==> src/rtl/shift_arbiter.sv <==
// shift_arbiter: round-robin front end for one shared iterative shift unit.
// A winner's operands are latched in IDLE and held until its done pulse.
module shift_arbiter #(
    parameter int N = 8,
    parameter int R = 4
) (
    input  logic           i_clock,
    input  logic           i_reset,
    input  logic [R-1:0]   i_req,
    input  logic [R-1:0]   i_req_direction,
    input  logic [R-1:0]   i_req_rotate,
    input  logic [R*N-1:0] i_req_iterations,
    input  logic [R*N-1:0] i_req_value,
    output logic [R-1:0]   o_grant,
    output logic [R-1:0]   o_done,
    output logic [N-1:0]   o_result,
    output logic           o_busy,
    output logic           o_sh_start,
    output logic           o_sh_direction,
    output logic           o_sh_rotate,
    output logic [N-1:0]   o_sh_iterations,
    output logic [N-1:0]   o_sh_value,
    input  logic           i_sh_finished,
    input  logic [N-1:0]   i_sh_value
);

    localparam int W = (R > 1) ? $clog2(R) : 1;
    localparam logic [R-1:0] ONE = R'(1);

    typedef enum logic [1:0] {
        IDLE,
        LAUNCH,
        WAIT,
        DONE
    } state_t;

    state_t       state;
    logic [W-1:0] ptr;
    logic [W-1:0] owner;
    logic [W-1:0] cand;
    logic [W-1:0] winner;
    logic         found;

    // First requester after the pointer, wrapping modulo R.
    always_comb begin
        found  = 1'b0;
        winner = '0;
        cand   = '0;
        for (int i = 1; i <= R; i++) begin
            cand = W'((int'(ptr) + i) % R);
            if (!found && i_req[cand]) begin
                found  = 1'b1;
                winner = cand;
            end
        end
    end

    always_ff @(posedge i_clock) begin
        if (i_reset) begin
            state           <= IDLE;
            ptr             <= W'(R - 1);
            owner           <= '0;
            o_grant         <= '0;
            o_done          <= '0;
            o_result        <= '0;
            o_busy          <= 1'b0;
            o_sh_start      <= 1'b0;
            o_sh_direction  <= 1'b0;
            o_sh_rotate     <= 1'b0;
            o_sh_iterations <= '0;
            o_sh_value      <= '0;
        end else begin
            o_grant    <= '0;
            o_done     <= '0;
            o_sh_start <= 1'b0;
            unique case (state)
                IDLE: begin
                    if (found) begin
                        owner           <= winner;
                        o_sh_direction  <= i_req_direction[winner];
                        o_sh_rotate     <= i_req_rotate[winner];
                        o_sh_iterations <= i_req_iterations[int'(winner)*N +: N];
                        o_sh_value      <= i_req_value[int'(winner)*N +: N];
                        o_grant         <= ONE << winner;
                        o_sh_start      <= 1'b1;
                        o_busy          <= 1'b1;
                        state           <= LAUNCH;
                    end
                end
                LAUNCH: begin
                    // A zero-count op finishes in the start cycle itself.
                    if (i_sh_finished) begin
                        o_result <= i_sh_value;
                        o_done   <= ONE << owner;
                        state    <= DONE;
                    end else begin
                        state <= WAIT;
                    end
                end
                WAIT: begin
                    if (i_sh_finished) begin
                        o_result <= i_sh_value;
                        o_done   <= ONE << owner;
                        state    <= DONE;
                    end
                end
                DONE: begin
                    ptr    <= owner;
                    o_busy <= 1'b0;
                    state  <= IDLE;
                end
            endcase
        end
    end

endmodule
==> config.mk <==
export PLATFORM = sky130hd
export DESIGN_NAME = shift_arbiter
export DESIGN_NICKNAME = d
export VERILOG_FILES = /design/src/rtl/shift_arbiter.sv
export SDC_FILE = /design/constraint.sdc
export NUM_CORES = 1
export LEC_CHECK = 0
export ABC_AREA = 1
export ABC_CLOCK_PERIOD_IN_PS = 5250
export CORE_ASPECT_RATIO = 0.75
export CORE_UTILIZATION = 35
export CTS_CLUSTER_DIAMETER = 100
export DETAILED_ROUTE_END_ITERATION = 6
export PLACE_DENSITY_LB_ADDON = 0.25
export SKIP_LAST_GASP = 1
export SLEW_MARGIN = 10
export SYNTH_ARGS = -nofsm -noshare
export SYNTH_HDL_FRONTEND = slang
export SYNTH_SLANG_ARGS = --single-unit
==> constraint.sdc <==
create_clock -name i_clock -period 5.25 [get_ports i_clock]
set_clock_uncertainty 0.1 [all_clocks]
set_input_delay 1.05 -clock i_clock [delete_from_list [all_inputs] [get_ports i_clock]]
set_output_delay 1.05 -clock i_clock [all_outputs]
set_load 0.01 [all_outputs]
Word-level counts from Yosys, hierarchy flattened
Cells that the tools add are included.
{ "totals": {"register_bits": 42, "latchBits": 0, "ramBits": 0, "mem_bits_ro": 0, "out_inout_bits": 36, "wordCells": 77, "memories": 0} }
{ "op_classes": {"add_sub_neg": 4, "mul": 0, "n_div": 0, "n_lt_le_gt_ge": 5, "n_eq_ne": 5, "shift": 4, "muxes": 27, "bitwise": 4, "n_reduce_logical": 16} }
{ "op_table": {"columns": ["op", "count"], "rows": [
  ["32-bit by 6-bit variable part select with 8-bit output", 2],
  ["2-bit by 3-bit < comparator with 1-bit output, second input constant", 5],
  ["1-bit two-way mux", 13],
  ["1-bit binary-select mux with 2-bit select", 6],
  ["2-bit two-way mux", 6],
  ["2-bit case mux with 4 select lines", 1],
  ["2-bit AND reduction", 4],
  ["1-bit by 2-bit << shifter with 4-bit output, first input constant", 2],
  ["3-bit OR reduction", 2],
  ["2-bit by 1-bit adder with 2-bit output, second input constant", 2],
  ["2-bit adder, second input constant", 2],
  ["2-bit equality test, second input constant", 2],
  ["2-bit != test, second input constant", 2],
  ["1-bit NOT", 4],
  ["2-bit OR reduction", 2],
  ["1-bit logical AND", 3],
  ["1-bit zero test", 3],
  ["2-bit by 1-bit equality test with 1-bit output, second input constant", 1],
  ["2-bit zero test", 1],
  ["1-bit case mux with 2 select lines", 1],
  ["2-bit nonzero test", 1]
]} }

Logic depth before layout (Yosys ltp)
Gate-level depths: netlist of run 1.
{ "logic_depth": {"depth_word": 15, "ltp_mapped": 16, "mapped_depth_nobuf": 13} }

Worst setup path before layout of run 1
No wires, ideal clock.
{ "synth_timing": {"path_kind": "input port to flip-flop", "startpoint": "in i_req[3]", "endpoint": "reg o_sh_direction", "setup_time_ns": 0.113, "arrival_ns": 2.104, "path_slack_ns": 2.933, "path_stages": 13, "path_cell_list": "inv_1 -> nand2_1 -> nand3_1 -> nand2_1 -> nor2_4 -> nand3_4 -> nand2_1 -> inv_1 -> nand2_4 -> inv_1 -> buf_4 -> nand3_1 -> nand2_1"} }
{ "synth_via": {"elab_chain_len": 14} }
{ "synth_rtl": {"columns": ["item", "line", "text"], "rows": [
  ["start: declaration", "9", "input logic [R-1:0] i_req,"],
  ["1-bit binary-select mux with 2-bit select", "51", "if (!found && i_req[cand]) begin"],
  ["1-bit two-way mux (implied by the code)", "51", null],
  ["1-bit two-way mux", "51", null],
  ["1-bit zero test", "51", null],
  ["1-bit logical AND", "51", null],
  ["1-bit two-way mux", "51", null],
  ["1-bit zero test", "51", null],
  ["1-bit logical AND", "51", null],
  ["1-bit two-way mux", "51", null],
  ["1-bit zero test", "51", null],
  ["1-bit logical AND", "51", null],
  ["2-bit two-way mux", "51", null],
  ["1-bit binary-select mux with 2-bit select", "80", "o_sh_direction <= i_req_direction[winner];"],
  ["1-bit two-way mux (implied by the code)", "80", null],
  ["end signal: assignment", "80", null],
  ["end: declaration", "19", "output logic o_sh_direction,"]
]} }
Parallel ways exist; a longest one is shown, timed or not. The select of a mux whose other input is x is not followed.
A chain may end at the register's enable or synchronous reset.

Worst setup path in the final report of run 1
{ "layout_timing": {"startpoint": "in i_req[2]", "endpoint": "reg o_sh_value[2]"} }
{ "layout_via": {"elab_chain_len": 13} }
{ "layout_rtl": {"columns": ["item", "line", "text"], "rows": [
  ["1-bit binary-select mux with 2-bit select", "51", null],
  ["1-bit two-way mux (implied by the code)", "51", null],
  ["1-bit two-way mux", "51", null],
  ["1-bit zero test", "51", null],
  ["1-bit logical AND", "51", null],
  ["1-bit two-way mux", "51", null],
  ["1-bit zero test", "51", null],
  ["1-bit logical AND", "51", null],
  ["1-bit two-way mux", "51", null],
  ["1-bit zero test", "51", null],
  ["1-bit logical AND", "51", null],
  ["2-bit two-way mux / 1-bit two-way mux (equally long branches)", "51", null],
  ["32-bit by 6-bit variable part select with 8-bit output / 2-bit AND reduction (equally long branches)", null, null],
  ["end signal: assignment", "83", "o_sh_value <= i_req_value[int'(winner)*N +: N];"],
  ["end: declaration", "22", "output logic [N-1:0] o_sh_value,"]
]} }
Parallel ways exist; a longest one is shown, timed or not. The select of a mux whose other input is x is not followed.

==> flow_summary.json, run 1 <==
{
  "ys_seq_elements": 42,
  "post_synth_and_or_nand_nor_area_fraction_pct": 45.9,
  "yosysMostFrequentCell": "nand2_1",
  "synth.yosys.warnings": 0,
  "hp-class": "flop to flop",
  "cp_slowest_stage_delay_ns": 0.75,
  "synth.distinct_cells": 27,
  "hold_violations": 0,
  "max-cap-violations": 0,
  "status": "finished, final reports clean",
  "clk_pin_slew_ns": 0.09,
  "setup_viol": 0,
  "reg2reg_setup_slack_ns": 2.09,
  "async_flop_share_pct": 0,
  "drt_wl_total_mm": 7.26,
  "max_freq_mhz": 274,
  "cts_setup_buffers": 0,
  "syn_inst": 372,
  "cts_hold_buf": 0,
  "switching_power_w": 0.000772,
  "diodes": 0,
  "arrival_ns": 3.74,
  "synth_nets": 464,
  "slew_violations": 0,
  "p_per_area_nw_per_um2": 452,
  "path_cells": "clkdlybuf4s50_1 -> nand2_1 -> nand2_1 -> nand2_1 -> nand2_1 -> nand2_1 -> nand2_1 -> nand2_2 -> nand3_2 -> inv_2 -> nand2_1 -> nand3_1 -> nand3_1",
  "drt_iter0_markers": 102,
  "dieArea_sq_um": 7400,
  "slowest_stage": "nand3_2",
  "sw_frac_of_total_pct": 45.3,
  "synth_top_area_share_pct": 34.1,
  "drtAntennaViolNets": 0,
  "grt_pass1_wl_mm": 11.7,
  "drc": 0,
  "final_core_util_pct": 55.4,
  "p_leak_nw": 1.68,
  "clock-root-buffer": "clkbuf_8",
  "clock_path_buffers": 2,
  "fin_area_sq_um": 3770,
  "io-pin-count": 123,
  "synth-edff-count": 0,
  "cts.sinks": 42,
  "antenna_found_initial": 0,
  "synth-seq-area-share_pct": 34.1,
  "routabilityCongestion": 0.818,
  "synth-xor-area-share_pct": 0,
  "final_layout_size_suffix_gt1_share_pct": 5.98,
  "io_buffers": 122,
  "cts_tree": "done",
  "synth_compound_area_share_pct": 5.73,
  "place_hpwl_mm": 5.27,
  "relSlewSlack_pct": 42.7,
  "worstPathBufferInverterCount": 2,
  "required_ns": 5.34,
  "cp-start-kind": "input port",
  "avgSynthCellArea_sq_um": 6.64,
  "post-route-min-period_ns": 3.65,
  "synthMuxAreaShare_pct": 0,
  "htreeDepth": 2,
  "tightest_slew_ns": 0.859,
  "area_delta_synth_final_pct": 52.7,
  "vias": 2762,
  "wl_per_cell_um": 12.8,
  "gr-total-overflow": 0,
  "tns_ns": 0,
  "place_area_sq_um": 3670,
  "worst_slack_ns": 1.60,
  "critical_path_class": "input port to flop",
  "intPower_w": 0.000933,
  "insertion_delay_ns": 0.30,
  "p_seq_share_pct": 28.5,
  "cts-resized-gates": 0,
  "endpoint_kind": "flop",
  "crit_top_cell": "nand2_1",
  "grt_pass1_vias": 2550,
  "track_usage_pct": 19.8,
  "synth_top_area_cell": "dfxtp_1",
  "ys.flop_type": "dfxtp_1",
  "num_rows": 26,
  "core_sq_um": 6800,
  "synthTopCellsByCount": "108 x nand2_1, 63 x nand3_1, 42 x dfxtp_1, 36 x inv_1, 25 x nor2_1",
  "syn_area_sq_um": 2470,
  "period_share_pct": 69.5,
  "die_h_um": 74.7,
  "power_frac_clock_pct": 13.8,
  "grt_max_degree": 48,
  "critPathTopFamily": "simple AND/OR/NAND/NOR gates",
  "die_w_um": 99.0,
  "dr.pass1.iters": 4,
  "ir_drop_v": 0.000217,
  "via_per_inst": 4.85,
  "rsz0062_at_grt": "false",
  "nets": 576,
  "combPwrFrac_pct": 57.7,
  "synthAdderAreaFrac_pct": 2.53,
  "synthTopCellsByArea": "dfxtp_1 34%, nand2_1 16%, nand3_1 13%",
  "start_util_pct": 36.3,
  "crit_fanout": 47,
  "cts_buffers": 5,
  "synth_top_family_by_area": "simple AND/OR/NAND/NOR gates",
  "pre_cts_ws_ns": 1.29
}
[state kept, by name, summed over array words and instances, names as in the netlist]
register         cells
o_sh_rotate          1
o_sh_direction       1
o_sh_start           1
o_sh_value           8
o_result             8
o_done               4
o_sh_iterations      8
state                2
owner                2
o_grant              4
ptr                  2
o_busy               1
[metal layers]
| metal | GRT usage [%] | up-vias | routed length, um |
|---|---|---|---|
| met1 | 27.4 | 1218 | 3520 |
| met4 | 4.31 | 0 | 29 |
| met3 | 4.83 | 2 | 603 |
| met5 | 0 | - | 0 |
| met2 | 31.4 | 114 | 3110 |
| li1 | - | 1428 | - |
[power by group through the flow]
stage	Sequential (W)	Combinational [W]	Clock [W]
global route	0.000498	0.00112	0.000253
detailed placement	0.000490	0.000989	0
finish	0.000486	0.000984	0.000235
floorplan	0.000518	0.000665	0
global placement	0.000491	0.000965	0
CTS	0.000485	0.000992	0.000240
[kinds of logic (layout without fill, tap and decap cells)]
kind of cell | Yosys count | count (layout)
and+or+nand+nor | 239 | 239
AOI/OAI and AO/OA | 25 | 25
buffers and inverters | 61 | 174
adders and majority gates | 5 | 5
DFF | 42 | 42
[through the flow]
step / cells / hold WS (ns) / power (W)
floorplan: 372 / 0.326 / 0.00118
global placement: 561 / 0.335 / 0.00146
detailed placement: 561 / 0.344 / 0.00148
CTS: 569 / 0.361 / 0.00172
global route: 569 / 0.385 / 0.00187
finish: 569 / 0.359 / 0.00170
[path summary, 6_finish.rpt]
check,start,to,depth (start not counted)
worst max-delay path,i_req[2],o_sh_value[2]$_SDFFE_PP0P_,13
worst min-delay path,o_sh_iterations[1]$_SDFFE_PP0P_,o_sh_iterations[1]$_SDFFE_PP0P_,2
worst max register to register,ptr[0]$_SDFFE_PP1P_,o_sh_value[2]$_SDFFE_PP0P_,13
worst min register to register,o_sh_iterations[1]$_SDFFE_PP0P_,o_sh_iterations[1]$_SDFFE_PP0P_,2
[layout make-up]
cell class,instances,area (sq um)
inverters,44,168
clock buffers,5,68.8
repair buffers,122,1220
fillers,662,3030
clock inverters,3,28.8
well taps,84,105
multi-input cells,269,1340
flip-flops and latches,42,841
[worst min-delay path: cells and delay by family (launching register included)]
family	cells	cell delay, ns
flip-flops	1	0.32
AND/OR/NAND/NOR	2	0.10
[cells in the final DEF (no fill, tap or decap), types with 2 or more instances in the layout]
cell,count
nand2_2,3
a21oi_1,7
or2_0,5
inv_2,6
nand2_4,2
nand2_1,108
o21ai_0,15
clkdlybuf4s50_1,122
inv_1,36
nand3_1,63
dfxtp_1,42
clkbuf_8,5
nor2_4,4
nor2_1,25
ha_1,5
nand4_1,23
nand3_2,2
or2_1,2
No activity file was read; power rests on OpenSTA's default activity.
==> run 2: changes to the inputs <==
- ABC_CLOCK_PERIOD_IN_PS: 5250 -> 3000
- clock period: 5.25 -> 3 ns (I/O delays scaled with it)
==> flow_summary.json, run 2 (synthesis gave the netlist of run 1 again) <==
{
  "cts-resized-gates": 0,
  "nets": 580,
  "switching_power_w": 0.00137,
  "clk_pin_slew_ns": 0.09,
  "cts_buffers": 5,
  "combPwrFrac_pct": 59.5,
  "fin_area_sq_um": 3810,
  "power_frac_clock_pct": 12.6,
  "grt_pass1_vias": 2474,
  "io-pin-count": 123,
  "slowest_stage": "clkdlybuf4s50_1",
  "die_w_um": 99.0,
  "final_cell_mix": "122 x clkdlybuf4s50_1, 108 x nand2_1, 63 x nand3_1, 42 x dfxtp_1, 36 x inv_1",
  "dieArea_sq_um": 7400,
  "cp_slowest_stage_delay_ns": 0.50,
  "arrival_ns": 2.52,
  "critPathTopFamily": "buffers and inverters",
  "place_area_sq_um": 3710,
  "via_per_inst": 4.92,
  "hold_slack_ns": 0.357,
  "vias": 2820,
  "diodes": 0,
  "max-cap-violations": 0,
  "routabilityCongestion": 0.822,
  "p_leak_nw": 1.69,
  "required_ns": 3.09,
  "crit_fanout": 37,
  "sw_frac_of_total_pct": 45.1,
  "cp-start-kind": "input port",
  "intPower_w": 0.00167,
  "place_hpwl_mm": 5.28,
  "area_delta_synth_final_pct": 54.2,
  "drt_wl_total_mm": 7.30,
  "crit_top_cell": "nand2_1",
  "die_h_um": 74.7,
  "period_share_pct": 81.0,
  "start_util_pct": 36.3,
  "status": "finished, final reports clean",
  "setup_viol": 0,
  "grt_max_degree": 38,
  "p_seq_share_pct": 27.9,
  "reg_top3": "o_result x8, o_sh_iterations x8, o_sh_value x8",
  "tns_ns": 0,
  "p_per_area_nw_per_um2": 797,
  "num_rows": 26,
  "final_layout_size_suffix_gt1_share_pct": 6.75,
  "hp-class": "flop to flop",
  "grt_pass1_wl_mm": 11.4,
  "drt_iter0_markers": 105,
  "wl_per_cell_um": 12.7,
  "slew_violations": 0,
  "clock_path_buffers": 2,
  "max_freq_mhz": 411,
  "track_usage_pct": 19.4,
  "final_common_cell": "clkdlybuf4s50_1",
  "path_cells": "clkdlybuf4s50_1 -> nand2_1 -> nand2_1 -> nand2_1 -> nand2_1 -> inv_2 -> nand3_4 -> nand3_2 -> buf_12 -> inv_2 -> nand2_1 -> nand3_1 -> nand3_1",
  "drtAntennaViolNets": 0,
  "io_buffers": 122,
  "core_sq_um": 6800,
  "ir_drop_v": 0.000427,
  "endpoint_kind": "flop",
  "worstPathBufferInverterCount": 4,
  "drc": 0,
  "cts_hold_buf": 0,
  "htreeDepth": 2,
  "hold_violations": 0,
  "insertion_delay_ns": 0.29,
  "clock-root-buffer": "clkbuf_8",
  "critical_path_class": "input port to flop",
  "final_core_util_pct": 56.0,
  "relSlewSlack_pct": 72.0,
  "cts_setup_buffers": 0,
  "gr-total-overflow": 0,
  "tightest_slew_ns": 0.420,
  "dr.pass1.iters": 4,
  "rsz0062_at_grt": "false",
  "antenna_found_initial": 0,
  "cts_tree": "done",
  "cts.sinks": 42,
  "post-route-min-period_ns": 2.43
}
-- run 2: cell count changes in the layout (fill, tap and decap cells not counted) --
cell and change:
buf_4 +3, clkinv_4 -1, inv_8 -1, clkinvlp_4 +2
buf_12 +1
-- run 2: final cells by class --
cell class              instances  area [sq um]
clock buffers                   5          68.8
multi-input cells             269          1340
repair buffers                126          1260
well taps                      84           105
clock inverters                 3          23.8
fillers                       676          2990
inverters                      44           168
flip-flops and latches         42           841
-- run 2: routing by layer --
| layer | track usage (%) | share of wire, % | vias up |
|---|---|---|---|
| met3 | 4.92 | 7.4 | 4 |
| met4 | 5.97 | 0.68 | 0 |
| met2 | 30.4 | 44 | 107 |
| met1 | 26.5 | 48 | 1273 |
| li1 | - | - | 1436 |
| met5 | 0 | 0 | - |
-- run 2: final timing paths --
check	slack (ns)	cells past startpoint	from	end
max	0.57	13	i_req[2]	o_sh_value[5]$_SDFFE_PP0P_
min	0.36	2	o_sh_direction$_SDFFE_PP0P_	o_sh_direction$_SDFFE_PP0P_
max reg2reg	0.65	14	ptr[0]$_SDFFE_PP1P_	o_sh_value[5]$_SDFFE_PP0P_
min reg2reg	0.36	2	o_sh_direction$_SDFFE_PP0P_	o_sh_direction$_SDFFE_PP0P_
-- run 2: metrics by stage --
step	setup slack, ns	power, W	std cells
floorplan	1.13	0.00207	372
global placement	0.346	0.00261	565
detailed placement	0.278	0.00267	565
CTS	0.587	0.00306	573
global route	0.388	0.00331	573
finish	0.570	0.00303	573
-- run 2: power groups by stage --
stage / registers, W / logic [W] / clock network [W]
CTS: 0.000846 / 0.00182 / 0.000393
global route: 0.000868 / 0.00202 / 0.000420
floorplan: 0.000906 / 0.00116 / 0
finish: 0.000848 / 0.00181 / 0.000381
detailed placement: 0.000853 / 0.00181 / 0
global placement: 0.000854 / 0.00176 / 0
-- run 2: worst reg2reg max path, delay by kind of cell (launching register included) --
kind	cells	cell delay, ns
buffers and inverters	3	0.54
flip-flops	1	0.57
AND/OR/NAND/NOR	11	1.02
==> run 3: changes to the inputs <==
- ABC_CLOCK_PERIOD_IN_PS: 3000 -> 2400
- clock period: 3 -> 2.4 ns (I/O delays scaled with it)
==> flow_summary.json, run 3 (synthesis gave the netlist of run 1 again) <==
{
  "ir_drop_v": 0.000456,
  "antenna_found_initial": 0,
  "clock-root-buffer": "clkbuf_8",
  "post-route-min-period_ns": 2.16,
  "pre_cts_ws_ns": -0.0466,
  "wl_per_cell_um": 12.1,
  "p_per_area_nw_per_um2": 1000,
  "grt_max_degree": 30,
  "status": "finished, final reports clean",
  "htreeDepth": 2,
  "area_delta_synth_final_pct": 57.7,
  "cts_hold_buf": 0,
  "cp-start-kind": "input port",
  "worst_slack_ns": 0.243,
  "diodes": 0,
  "worstPathBufferInverterCount": 2,
  "hold_violations": 0,
  "drc": 0,
  "nets": 590,
  "start_util_pct": 36.3,
  "crit_fanout": 10,
  "drt_iter0_markers": 98,
  "cts_buffers": 5,
  "tightest_slew_ns": 0.399,
  "tns_ns": 0,
  "clk_pin_slew_ns": 0.09,
  "dieArea_sq_um": 7400,
  "hp-class": "flop to flop",
  "die_h_um": 74.7,
  "stdcell_count": 583,
  "drtAntennaViolNets": 0,
  "die_w_um": 99.0,
  "routabilityCongestion": 0.789,
  "relSlewSlack_pct": 73.1,
  "gr-total-overflow": 0,
  "insertion_delay_ns": 0.29,
  "grt_pass1_vias": 2414,
  "reg_top3": "o_result x8, o_sh_iterations x8, o_sh_value x8",
  "cp_slowest_stage_delay_ns": 0.49,
  "track_usage_pct": 19.1,
  "via_per_inst": 4.82,
  "reg2reg_setup_slack_ns": 0.25,
  "crit_top_cell": "nand2_1",
  "hold_slack_ns": 0.356,
  "max-cap-violations": 0,
  "slew_violations": 0,
  "endpoint_kind": "flop",
  "final_cell_mix": "122 x clkdlybuf4s50_1, 108 x nand2_1, 63 x nand3_1, 42 x dfxtp_1, 36 x inv_1",
  "critPathTopFamily": "simple AND/OR/NAND/NOR gates",
  "drt_wl_total_mm": 7.08,
  "max_freq_mhz": 464,
  "final_common_cell": "clkdlybuf4s50_1",
  "vias": 2810,
  "path_cells": "clkdlybuf4s50_1 -> nand2_1 -> nand2_1 -> a21oi_1 -> a21oi_1 -> nand2_1 -> nand2_4 -> buf_4 -> nand3_1 -> nand3_1 -> nand2_1",
  "num_rows": 26,
  "p_leak_nw": 1.74,
  "place_hpwl_mm": 5.31,
  "period_share_pct": 89.9,
  "fill_cells": 641,
  "clock_path_buffers": 2,
  "cts_tree": "done",
  "required_ns": 2.50,
  "cts.sinks": 42,
  "slowest_stage": "clkdlybuf4s50_1",
  "critical_path_class": "input port to flop",
  "fin_area_sq_um": 3890,
  "place_area_sq_um": 3800,
  "rsz0062_at_grt": "false",
  "cts_setup_buffers": 0,
  "io-pin-count": 123,
  "setup_viol": 0,
  "grt_pass1_wl_mm": 11.2,
  "arrival_ns": 2.25,
  "final_layout_size_suffix_gt1_share_pct": 8.62,
  "cts-resized-gates": 0,
  "dr.pass1.iters": 4,
  "core_sq_um": 6800,
  "dp.cells": 575,
  "io_buffers": 122
}
==> run 3: cell count changes in the layout (fill, tap and decap cells not counted) <==
cell / delta
buf_12: +1
buf_4: +9
==> run 3: stage by stage <==
step | total power, W | util [%]
3_5_place_dp | 0.00346 | 55.9
5_1_grt | 0.00428 | 57.3
6_report | 0.00391 | 57.3
2_1_floorplan | 0.00259 | -
4_1_cts | 0.00395 | 57.3
3_3_place_gp | 0.00342 | 55.9
==> run 3: final cells by class <==
| class | instances | area (sq um) | area share (%) |
|---|---|---|---|
| clock buffer | 5 | 68.8 | 1.77 |
| clock inverter | 3 | 23.8 | 0.611 |
| inverter | 44 | 168 | 4.31 |
| multi-input combinational | 269 | 1340 | 34.3 |
| sequential | 42 | 841 | 21.6 |
| tap | 84 | 105 | 2.70 |
| timing repair buffer | 136 | 1350 | 34.7 |
==> run 3: routing by layer <==
metal	GRT usage (%)	routed length, um	vias to the layer above
li1	-	-	1463
met1	25.5	3340	1236
met2	30.3	3080	107
met3	5.48	601	4
met4	5.47	49	0
met5	0	0	-
==> run 3: final timing paths <==
kind,cells past startpoint,start,to
setup / recovery,11,i_req[0],o_sh_iterations[0]$_SDFFE_PP0P_
hold / removal,2,o_sh_value[0]$_SDFFE_PP0P_,o_sh_value[0]$_SDFFE_PP0P_
setup reg to reg,14,ptr[0]$_SDFFE_PP1P_,o_sh_value[3]$_SDFFE_PP0P_
hold reg to reg,2,o_sh_value[0]$_SDFFE_PP0P_,o_sh_value[0]$_SDFFE_PP0P_
==> run 3: power by group <==
group	total [W]	switching, W	internal [W]
registers	0.00106	0.000133	0.000924
logic	0.00238	0.00131	0.00107
clock network	0.000475	0.000267	0.000208
==> run 3: tightest hold or removal path: stages, from the launching register on <==
cell	delay [ns]
dfxtp_1	0.32
nand2_1	0.06
nand2_1	0.04
